## src/rtl/spi_master.sv

```systemverilog
// Host-side SPI master for the AES slave: one encrypt frame shifting message then key
// out LSB-first on SIMO, then one decrypt frame collecting a 128-bit result from SOMI.
module spi_master #(
    parameter int Nk      = 4,
    parameter int GAP_CYC = 2,
    parameter int RX_LAT  = 1
) (
    input  logic              clk,
    input  logic              rst_n,
    input  logic              start,
    input  logic [127:0]      msg_in,
    input  logic [Nk*32-1:0]  key_in,
    input  logic              SOMI,
    output logic              CSS,
    output logic              SIMO,
    output logic              mode,
    output logic              busy,
    output logic              done,
    output logic [127:0]      result
);

    localparam int KEY_W = Nk * 32;
    localparam int CNT_W = 9;

    localparam logic [CNT_W-1:0] MSG_LAST  = CNT_W'(127);
    localparam logic [CNT_W-1:0] KEY_LAST  = CNT_W'(KEY_W - 1);
    localparam logic [CNT_W-1:0] GAP_LAST  = CNT_W'(GAP_CYC - 1);
    localparam logic [CNT_W-1:0] WAIT_LAST = CNT_W'(RX_LAT - 1);

    typedef enum logic [2:0] {
        S_IDLE,
        S_TX_MSG,
        S_TX_KEY,
        S_GAP,
        S_RX_WAIT,
        S_RX,
        S_DONE
    } state_t;

    state_t             state_q, state_d;
    logic [CNT_W-1:0]   cnt_q, cnt_d;
    logic [127:0]       msg_sr_q, msg_sr_d;
    logic [KEY_W-1:0]   key_sr_q, key_sr_d;
    logic [127:0]       rx_sr_q, rx_sr_d;

    logic               css_q, css_d;
    logic               simo_q, simo_d;
    logic               mode_q, mode_d;
    logic               busy_q, busy_d;
    logic               done_q, done_d;
    logic [127:0]       result_q, result_d;

    always_ff @(posedge clk) begin
        if (!rst_n) begin
            state_q <= S_IDLE;
            cnt_q   <= '0;
        end else begin
            state_q <= state_d;
            cnt_q   <= cnt_d;
        end
    end

    // Counter restarts at zero on every state change, so each phase counts its own length.
    always_comb begin
        state_d = state_q;
        unique case (state_q)
            S_IDLE:    if (start)              state_d = S_TX_MSG;
            S_TX_MSG:  if (cnt_q == MSG_LAST)  state_d = S_TX_KEY;
            S_TX_KEY:  if (cnt_q == KEY_LAST)  state_d = S_GAP;
            S_GAP:     if (cnt_q == GAP_LAST)  state_d = (RX_LAT == 0) ? S_RX : S_RX_WAIT;
            S_RX_WAIT: if (cnt_q == WAIT_LAST) state_d = S_RX;
            S_RX:      if (cnt_q == MSG_LAST)  state_d = S_DONE;
            S_DONE:                            state_d = S_IDLE;
            default:                           state_d = S_IDLE;
        endcase
        cnt_d = (state_d != state_q || state_q == S_IDLE) ? '0 : cnt_q + CNT_W'(1);
    end

    always_ff @(posedge clk) begin
        msg_sr_q <= msg_sr_d;
        key_sr_q <= key_sr_d;
        rx_sr_q  <= rx_sr_d;
    end

    always_comb begin
        msg_sr_d = msg_sr_q;
        key_sr_d = key_sr_q;
        rx_sr_d  = rx_sr_q;
        if (state_q == S_IDLE && start) begin
            msg_sr_d = msg_in;
            key_sr_d = key_in;
            rx_sr_d  = '0;
        end
        if (state_q == S_TX_MSG) msg_sr_d = msg_sr_q >> 1;
        if (state_q == S_TX_KEY) key_sr_d = key_sr_q >> 1;
        if (state_q == S_RX)     rx_sr_d  = {SOMI, rx_sr_q[127:1]};
    end

    // Outputs are decoded from the next state so the registered pins line up with the state.
    always_comb begin
        css_d    = 1'b1;
        simo_d   = 1'b0;
        mode_d   = 1'b0;
        busy_d   = 1'b1;
        done_d   = 1'b0;
        result_d = result_q;
        unique case (state_d)
            S_IDLE:    busy_d = 1'b0;
            S_TX_MSG:  begin css_d = 1'b0; simo_d = msg_sr_d[0]; end
            S_TX_KEY:  begin css_d = 1'b0; simo_d = key_sr_d[0]; end
            S_GAP:     mode_d = 1'b1;
            S_RX_WAIT: begin css_d = 1'b0; mode_d = 1'b1; end
            S_RX:      begin css_d = 1'b0; mode_d = 1'b1; end
            S_DONE:    begin busy_d = 1'b0; done_d = 1'b1; result_d = rx_sr_d; end
            default:   busy_d = 1'b0;
        endcase
    end

    always_ff @(posedge clk) begin
        if (!rst_n) begin
            css_q    <= 1'b1;
            simo_q   <= 1'b0;
            mode_q   <= 1'b0;
            busy_q   <= 1'b0;
            done_q   <= 1'b0;
            result_q <= '0;
        end else begin
            css_q    <= css_d;
            simo_q   <= simo_d;
            mode_q   <= mode_d;
            busy_q   <= busy_d;
            done_q   <= done_d;
            result_q <= result_d;
        end
    end

    assign CSS    = css_q;
    assign SIMO   = simo_q;
    assign mode   = mode_q;
    assign busy   = busy_q;
    assign done   = done_q;
    assign result = result_q;

endmodule

```

## config.mk

```make
export PLATFORM = sky130hd
export DESIGN_NAME = spi_master
export DESIGN_NICKNAME = d
export VERILOG_FILES = /design/src/rtl/spi_master.sv
export SDC_FILE = /design/constraint.sdc
export NUM_CORES = 1
export LEC_CHECK = 0
export BUFFER_PORTS_ARGS = -buffer_cell sky130_fd_sc_hd__buf_2
export CAP_MARGIN = 20
export CORE_MARGIN = 2
export CORE_UTILIZATION = 35
export CTS_CLUSTER_SIZE = 8
export DETAILED_ROUTE_END_ITERATION = 8
export GPL_ROUTABILITY_DRIVEN = 0
export GPL_TIMING_DRIVEN = 0
export MAX_ROUTING_LAYER = met4
export SKIP_LAST_GASP = 1
export SLEW_MARGIN = 30
export SYNTH_ARGS = -nofsm -noshare
export SYNTH_HDL_FRONTEND = slang
export SYNTH_SLANG_ARGS = --single-unit
```

## constraint.sdc

```tcl
create_clock -name clk -period 12.8 [get_ports clk]
set_input_delay 1.28 -clock clk [delete_from_list [all_inputs] [get_ports clk]]
set_output_delay 1.28 -clock clk [all_outputs]
set_load 0.02 [all_outputs]
```

# --- Yosys cells after proc, flatten, opt, wreduce, memory -nomap -nowiden ---
# Cells that the tools add are included.
totals:
  wordCells: 59
  in_bits: 260
  output_inout_bits: 133
  regBits: 529
classes:
  muxes: 18
  n_reduce_logical: 10
  n_bitwise: 1
  addsub: 1
  n_eq_ne: 14
op_table:
  columns: ["operator", "n"]
  rows:
  - ["2-to-1 mux 127 bit", 4]
  - ["2-to-1 mux 128 bit", 2]
  - ["2-to-1 mux 3 bit", 6]
  - ["case mux 3 bit (6 select lines)", 1]
  - ["== test 3 bit, second input constant", 5]
  - ["== test 3 x 2 -> 1 bit, second input constant", 4]
  - ["adder 9 x 1 -> 9 bit, second input constant", 1]
  - ["== test 9 x 1 -> 1 bit, second input constant", 1]
  - ["== test 9 x 7 -> 1 bit, second input constant", 1]
  - ["zero test 9 bit", 1]
  - ["== test 3 x 1 -> 1 bit, second input constant", 2]
  - ["OR reduction 5 bit", 1]
  - ["2-to-1 mux 1 bit", 4]
  - ["nonzero test 2 bit", 2]
  - ["OR reduction 4 bit", 1]
  - ["zero test 3 bit", 1]
  - ["inequality test 3 bit", 1]
  - ["OR reduction 3 bit", 1]
  - ["case mux 1 bit (2 select lines)", 1]
  - ["OR reduction 2 bit", 1]
  - ["logical AND 1 bit", 1]
  - ["logical OR 1 bit", 1]
  - ["NOT 1 bit", 1]

# --- Logic depth before layout (Yosys ltp) ---
# Gate-level depths: netlist of the first run.
depth:
  depth_word: 6
  ltp_mapped: 9
  depth_no_buf: 8

# --- Worst setup path after synthesis of the first run ---
# Ideal clock, no wire load.
synth_path:
  kind: "input port to flip-flop"
  from: "input start"
  to: "register key_sr_q[100], enable pin"
  n_path_buf: 0
  cell_stages: 2
  setup_slack_ns: 8.230
  required_time_ns: 11.699
  arrival_ns: 3.469
  setup_time_ns: 1.101
  path_cell_list: "nand2_1 nand2_1"
synth_between:
  elab_chain_len: 2
synth_rtl:
  columns: ["item", "line", "text"]
  rows:
  - ["from (decl)", "10", "input logic start,"]
  - ["logical AND 1 bit", "89", "if (state_q == S_IDLE && start) begin"]
  - ["nonzero test 2 bit (no line)", null, null]
  - ["to (signal assigned)", "81", "key_sr_q <= key_sr_d;"]
  - ["to (decl)", "43", "logic [KEY_W-1:0] key_sr_q, key_sr_d;"]
# No other way between the ends.
# A chain may end at the register's enable or synchronous reset.

# --- Worst setup path in the final report of the first run ---
layout_path:
  from: "input start"
  to: "register msg_sr_q[52], enable pin"
layout_between:
  elab_chain_len: 2
layout_rtl:
  columns: ["item", "line", "text"]
  rows:
  - ["logical AND 1 bit", "89", null]
  - ["nonzero test 2 bit (no line)", null, null]
  - ["to (signal assigned)", "80", "msg_sr_q <= msg_sr_d;"]
  - ["to (decl)", "42", "logic [127:0] msg_sr_q, msg_sr_d;"]
# No other way between the ends.

==> metrics.md, run 1 <==
| Metric | Value |
|---|---|
| Drt pass-1 iters | 4 |
| Core Footprint | 0.05499 mm2 |
| Die ar. | 0.05748 mm2 |
| Critical path arrival | 3.18 ns |
| Final period utilization | 0.2270 |
| Drt wl/cell | 18.97 um |
| Grt total ovfl | 0 |
| Resize count post-CTS | 0 |
| Internal Power | 0.003050 W |
| CP required | 13.08 ns |
| Clk_lat worst skew | 0.60 ns |
| Critical path endpoint category | flip-flop |
| Hold Fails Final Rpt | 0 |
| CTS max path bufs | 3 |
| Post-Syn Nets | 1641 |
| Reg power frac | 0.488 |
| Total wire length | 49960 um |
| CTS buffer count | 75 |
| Post-layout min period | 2.906 ns |
| Initial antenna violation count | 7 |
| First-pass GRT wire length | 75640 um |
| Number of port buffers | 392 |
| Number of synthesized register bits | 527 |
| Layout area overhead | 26.11% |
| FMAX | 0.3442 GHz |
| Die width | 239.8 um |
| Share of cells above drive strength 1 | 0.2849 |
| Synth top area share | 0.3890 |
| Hold buffer count at cts | 0 |
| Number of flops mapped to enable cells by yosys | 252 |
| Pwr/cell area | 159.2 mW/mm2 |
| Largest net degree at the start of global routing | 53 |
| Clock transition at path regs | 0.05 ns |
| Synthesis Warnings | 0 |
| Sequential area share after synthesis | 0.6720 |
| Startpoint Class | input port |
| Status | complete, no violations |
| Clock root buffer | clkbuf_16 |
| Clock share of power | 0.455 |
| Vias in the first global route | 13290 |
| CTS tree | built |
| Synthesized area per cell | 14.13 um2 |
| Slew margin rel. | 0.3904 |
| Ys flop type | dfxtp_1 |
| P_leak | 9.766 nW |
| Critical path class | input port to flip-flop |
| DRT iter0 DRCs | 702 |
| Most frequent cells in the layout | buf_2 (428), a22o_1 (379), dfxtp_1 (275) |
| VDD IR max | 0.09138 mV |
| Most common cell after layout, fill and taps aside | buf_2 |
| RSZ-0062 raised after global routing | false |
| Vias | 13160 |
| CTS H-Tree Depth | 3 |
| HP Class | flip-flop to flip-flop |
| Crit Path Max Fanout | 49 |
| Syn Inst Count | 1377 |
| Setup_tns | 0 ns |
| Post-Syn Area | 0.01945 mm2 |
| Clock sinks | 527 |
| Gate power share | 0.056 |
| Via density | 4.997 |
| Net Sw Power | 0.0008552 W |
| Final Setup Violations | 0 |
| Clk_skew | 0.02111 ns |
| HPWL Detailed | 34830 um |
| Dominant cell type by area after synthesis | edfxtp_1 |
| Residual DRC count | 0 |
| Slew at the pin closest to its max-slew limit | 0.9144 ns |
| Max-cap viol count | 0 |
| Die Ht | 239.8 um |
| Starting Density | 0.3538 |
| Design Power | 0.003905 W |
| Post-CTS Setup Bufs | 0 |
| Floorplan row count | 86 |
| Number of I/O pins | 393 |
| Netlist cell types | 43 |
| Async SR Flop Fraction | 0 |
| Antenna Violating Nets Remaining | 0 |
| Slew Limit Fails | 0 |
| Synth area leaders | edfxtp_1 (39%), dfxtp_1 (28%), a22o_1 (17%) |
| Global Route Usage Sum | 0.1749 |
| Nets | 2114 |
| Sw frac | 0.2190 |
[kinds of logic after synthesis]
family	count (synthesis)	synth area share
AOI/OAI and AO/OA	397	0.1767
xor gates and xnor gates	8	0.003601
adders and majority gates	4	0.002573
and+or+nand+nor	188	0.04181
DFF	527	0.6720
muxes	129	0.06638
buffers and inverters	124	0.03698
[stage by stage]
stage          setup WS [ns]  std cells  utilization  cell area, um2  hold WS, ns
6_report               9.894       2633       0.4462           24530       0.4591
5_1_grt                9.762       2633       0.4462           24530       0.4914
4_1_cts                9.878       2626       0.4458           24510       0.4598
3_5_place_dp           9.222       2521       0.4084           22460       0.4542
3_3_place_gp           6.619       2517       0.4065           22350       0.4500
2_1_floorplan          8.230       1377            -           19450       0.4328
[power groups by stage]
stage / logic, W / registers [W] / clock network (W)
final: 0.000221 / 0.00191 / 0.00178
after global routing: 0.000242 / 0.00191 / 0.00190
after CTS: 0.000222 / 0.00191 / 0.00183
after detailed placement: 0.000222 / 0.00194 / 0
after global placement: 0.000208 / 0.00194 / 0
after floorplan: 0.000129 / 0.00193 / 0
[registers in the layout, summed over array words and instances (netlist names), 3 cells and up]
signal    cells
key_sr_q    128
result      128
msg_sr_q    127
rx_sr_q     127
cnt_q         9
state_q       3
[cells in the mapped netlist, types with 2 or more instances]
library cell / count
a21oi_1: 7
a22o_1: 379
a22oi_1: 3
a31oi_1: 2
and3_1: 4
buf_1: 8
buf_12: 11
buf_2: 36
buf_4: 3
clkbuf_1: 59
dfxtp_1: 275
edfxtp_1: 252
ha_1: 4
inv_1: 4
mux2i_1: 129
nand2_1: 10
nand2b_1: 2
nand3_1: 5
nand4_1: 6
nor2_1: 143
nor2b_1: 3
nor3_1: 2
nor3b_1: 3
o21a_1: 2
xnor2_1: 4
xor2_1: 4
[worst max-delay path, stage by stage]
cell     delay, ns
buf_2         0.11
nor4b_2       0.49
or2_4         0.63
buf_16        0.32
buf_12        0.27
[layout make-up]
type / count / area [um2]
clock inverter: 5 / 62.56
multi-input combinational: 726 / 5677
buffer: 119 / 700.7
sequential: 527 / 13070
fill: 5089 / 30450
tap: 748 / 935.9
timing repair buffer: 396 / 2057
clock buffer: 100 / 1992
antenna: 7 / 17.52
inverter: 5 / 18.77
[metal layers]
metal	share of wire	wire, um	track usage	up-vias
met5	0	0	-	-
met4	0.021	1035	0.06004	0
met3	0.059	2937	0.04552	74
met2	0.49	24310	0.2781	339
met1	0.43	21680	0.2160	6478
li1	-	-	-	6267
[final timing paths]
path                 startpoint             to  slack [ns]  cells past startpoint
hold reg to reg   key_sr_q[127]  key_sr_q[127]        0.46                      2
setup reg to reg     state_q[0]   key_sr_q[95]       10.15                      6
hold / removal    key_sr_q[127]  key_sr_q[127]        0.46                      2
setup / recovery          start   msg_sr_q[52]        9.89                      5
No activity file was read; power rests on OpenSTA's default activity.
==> run 2, diff against run 1 <==
Clock period 12.8 ns to 2.6 ns, I/O delays scaled along.
==> metrics.md, run 2 (same netlist as run 1, synthesis figures left out) <==
| Metric | Value |
|---|---|
| Nets | 2370 (was 2114) |
| Hold Fails Final Rpt | 0 (unchanged) |
| Met1 Wirelength | 22630 um (was 21680 um) |
| Hold_ws | 0.04177 ns (was 0.4591 ns) |
| Pwr/cell area | 724.0 mW/mm2 (was 159.2 mW/mm2) |
| CP max-delay cell | or3b_1 (was or2_4) |
| Floorplan row count | 86 (unchanged) |
| Vias in the first global route | 14800 (was 13290) |
| Vias | 14370 (was 13160) |
| Detailed-routed wire length on met2 | 26100 um (was 24310 um) |
| Filler cells | 4791 (was 5089) |
| CTS buffer count | 76 (was 75) |
| Largest net degree at the start of global routing | 89 (was 53) |
| Most common cell after layout, fill and taps aside | buf_2 (unchanged) |
| Pre-CTS setup slack | -0.07998 ns (was 9.222 ns) |
| CP required | 2.83 ns (was 13.08 ns) |
| Slew Limit Fails | 0 (unchanged) |
| Residual DRC count | 0 (unchanged) |
| Max-cap viol count | 0 (unchanged) |
| Die width | 239.8 um (unchanged) |
| Total wire length | 53700 um (was 49960 um) |
| First-pass GRT wire length | 81900 um (was 75640 um) |
| Number of I/O pins | 393 (unchanged) |
| CP Buf/Inv Count | 2 (was 3) |
| Startpoint Class | flip-flop (was input port) |
| CTS H-Tree Depth | 3 (unchanged) |
| Number of port buffers | 392 (unchanged) |
| Layout area overhead | 39.49% (was 26.11%) |
| Clk_skew | 0.01856 ns (was 0.02111 ns) |
| Via density | 4.972 (was 4.997) |
| Most frequent cells in the layout | buf_2 (428), a22o_1 (379), dfxtp_1 (275) (unchanged) |
| CTS tree | built (unchanged) |
| Metal3 WL | 2901 um (was 2937 um) |
| Clock sinks | 527 (unchanged) |
| P_leak | 10.85 nW (was 9.766 nW) |
| Slew margin rel. | 0.4233 (was 0.3904) |
| Crit-path cells | buf_2 > or3b_1 > nand2_8 > buf_16 (was buf_2 > nor4b_2 > or2_4 > buf_16 > buf_12) |
| Die Ht | 239.8 um (unchanged) |
| Reg power frac | 0.479 (was 0.488) |
| Die ar. | 0.05748 mm2 (unchanged) |
| Clk_lat worst skew | 0.60 ns (about the same) |
| Clock share of power | 0.448 (was 0.455) |
| Slew at the pin closest to its max-slew limit | 0.8650 ns (was 0.9144 ns) |
| Final Setup Violations | 0 (unchanged) |
| Initial antenna violation count | 11 (was 7) |
| Max incr delay on CP | 0.58 ns (was 0.63 ns) |
| Post-DP Area | 0.02246 mm2 (about the same) |
| Critical path arrival | 2.65 ns (was 3.18 ns) |
| VDD IR max | 0.4531 mV (was 0.09138 mV) |
| CTS max path bufs | 3 (unchanged) |
| Crit Path Max Fanout | 88 (was 49) |
| DRT iter0 DRCs | 724 (was 702) |
| FMAX | 0.4132 GHz |
| Setup_tns | 0 ns (unchanged) |
| HP Class | input port to flip-flop (was flip-flop to flip-flop) |
| Critical path class | flip-flop to flip-flop (was input port to flip-flop) |
| Global Route Usage Sum | 0.1879 (was 0.1749) |
| Status | complete, no violations (unchanged) |
| Gate power share | 0.073 (was 0.056) |
| Starting Density | 0.3538 (unchanged) |
| Sw frac | 0.2209 (was 0.2190) |
| Drt pass-1 iters | 5 (was 4) |
| Post-route cell area | 0.02714 mm2 (was 0.02453 mm2) |
| Clock transition at path regs | 0.05 ns (about the same) |
| HPWL Detailed | 33730 um (was 34830 um) |
| RSZ-0062 raised after global routing | false (unchanged) |
| Placed Cells | 2520 (was 2521) |
| Core Footprint | 0.05499 mm2 (unchanged) |
| Critical path endpoint category | flip-flop (unchanged) |
| Grt total ovfl | 0 (unchanged) |
| Post-layout min period | 2.420 ns |
| Internal Power | 0.01531 W (was 0.003050 W) |
| Final worst slack | 0.1796 ns (was 9.894 ns) |
| Share of cells above drive strength 1 | 0.2536 (was 0.2849) |
| Net Sw Power | 0.004340 W (was 0.0008552 W) |
| Fin cells | 2889 (was 2633) |
| Post-CTS Setup Bufs | 0 (unchanged) |
| Clock root buffer | clkbuf_16 (unchanged) |
| Final period utilization | 0.9309 |
| Antenna Violating Nets Remaining | 0 (unchanged) |
| Crit path max-delay family | simple AND/OR/NAND/NOR gates (unchanged) |
| Top Layer Used | met4 (unchanged) |
| Drt wl/cell | 18.59 um (was 18.97 um) |
## run 2: cell types whose count changed in the layout (fill, tap and decap cells not counted), moves of 2 or more
cell / change
dlygate4sd3_1: +254
clkbuf_1: -8
diode_2: +5
buf_12: -2
clkbuf_2: +2
inv_6: -2
## run 2: routing by layer
layer | GRT usage | vias to the layer above
li1 | - | 6774
met1 | 0.2233 | 6994
met2 | 0.3037 | 437
met3 | 0.04621 | 160
met4 | 0.08030 | 0
met5 | - | -
## run 2: through the flow
step | power [W] | util
after detailed placement | 0.01063 | 0.4084
after global placement | 0.01058 | 0.4067
after floorplan | 0.01013 | -
after CTS | 0.01983 | 0.4926
final | 0.01965 | 0.4935
after global routing | 0.02034 | 0.4935
## run 2: power by group through the flow
stage          clock network, W  logic, W  registers [W]
5_1_grt                 0.00935   0.00156        0.00943
4_1_cts                 0.00901   0.00142        0.00939
2_1_floorplan                 0  0.000637        0.00950
3_3_place_gp                  0   0.00103        0.00955
3_5_place_dp                  0   0.00110        0.00953
6_report                0.00880   0.00144        0.00940
## run 2: worst register-to-register path, cell delays in order (launching register included)
cell and delay [ns]:
dfxtp_1 0.47, buf_2 0.28, or3b_1 0.58, nand2_8 0.27
buf_16 0.36
## run 2: what timing repair did
action                                 in CTS  in global routing
gates cloned                                1                  1
setup endpoints to repair                 106                118
gates resized for setup                     2                  4
endpoints found under the hold margin     257                  0
hold buffers                              254                  0
pin swaps                                   1                  1
## run 2: layout make-up
type | count | area (um2) | share of cell area
Antenna cell | 12 | 30.03 | 0.001107
Multi-Input combinational cell | 728 | 5720 | 0.2108
Sequential cell | 527 | 13070 | 0.4817
Buffer | 119 | 703.2 | 0.02591
Tap cell | 748 | 935.9 | 0.03449
Inverter | 5 | 18.77 | 0.0006916
Timing Repair Buffer | 649 | 4587 | 0.1690
Clock inverter | 6 | 73.82 | 0.002720
Clock buffer | 95 | 1994 | 0.07350
## run 2: path summary, 6_finish.rpt
check	start	cells after the start	slack [ns]	to
setup / recovery	state_q[1]	4	0.18	key_sr_q[112]
hold / removal	msg_in[1]	2	0.04	msg_sr_q[1]
setup reg to reg	state_q[1]	4	0.18	key_sr_q[112]
hold reg to reg	msg_sr_q[127]	2	0.46	msg_sr_q[127]
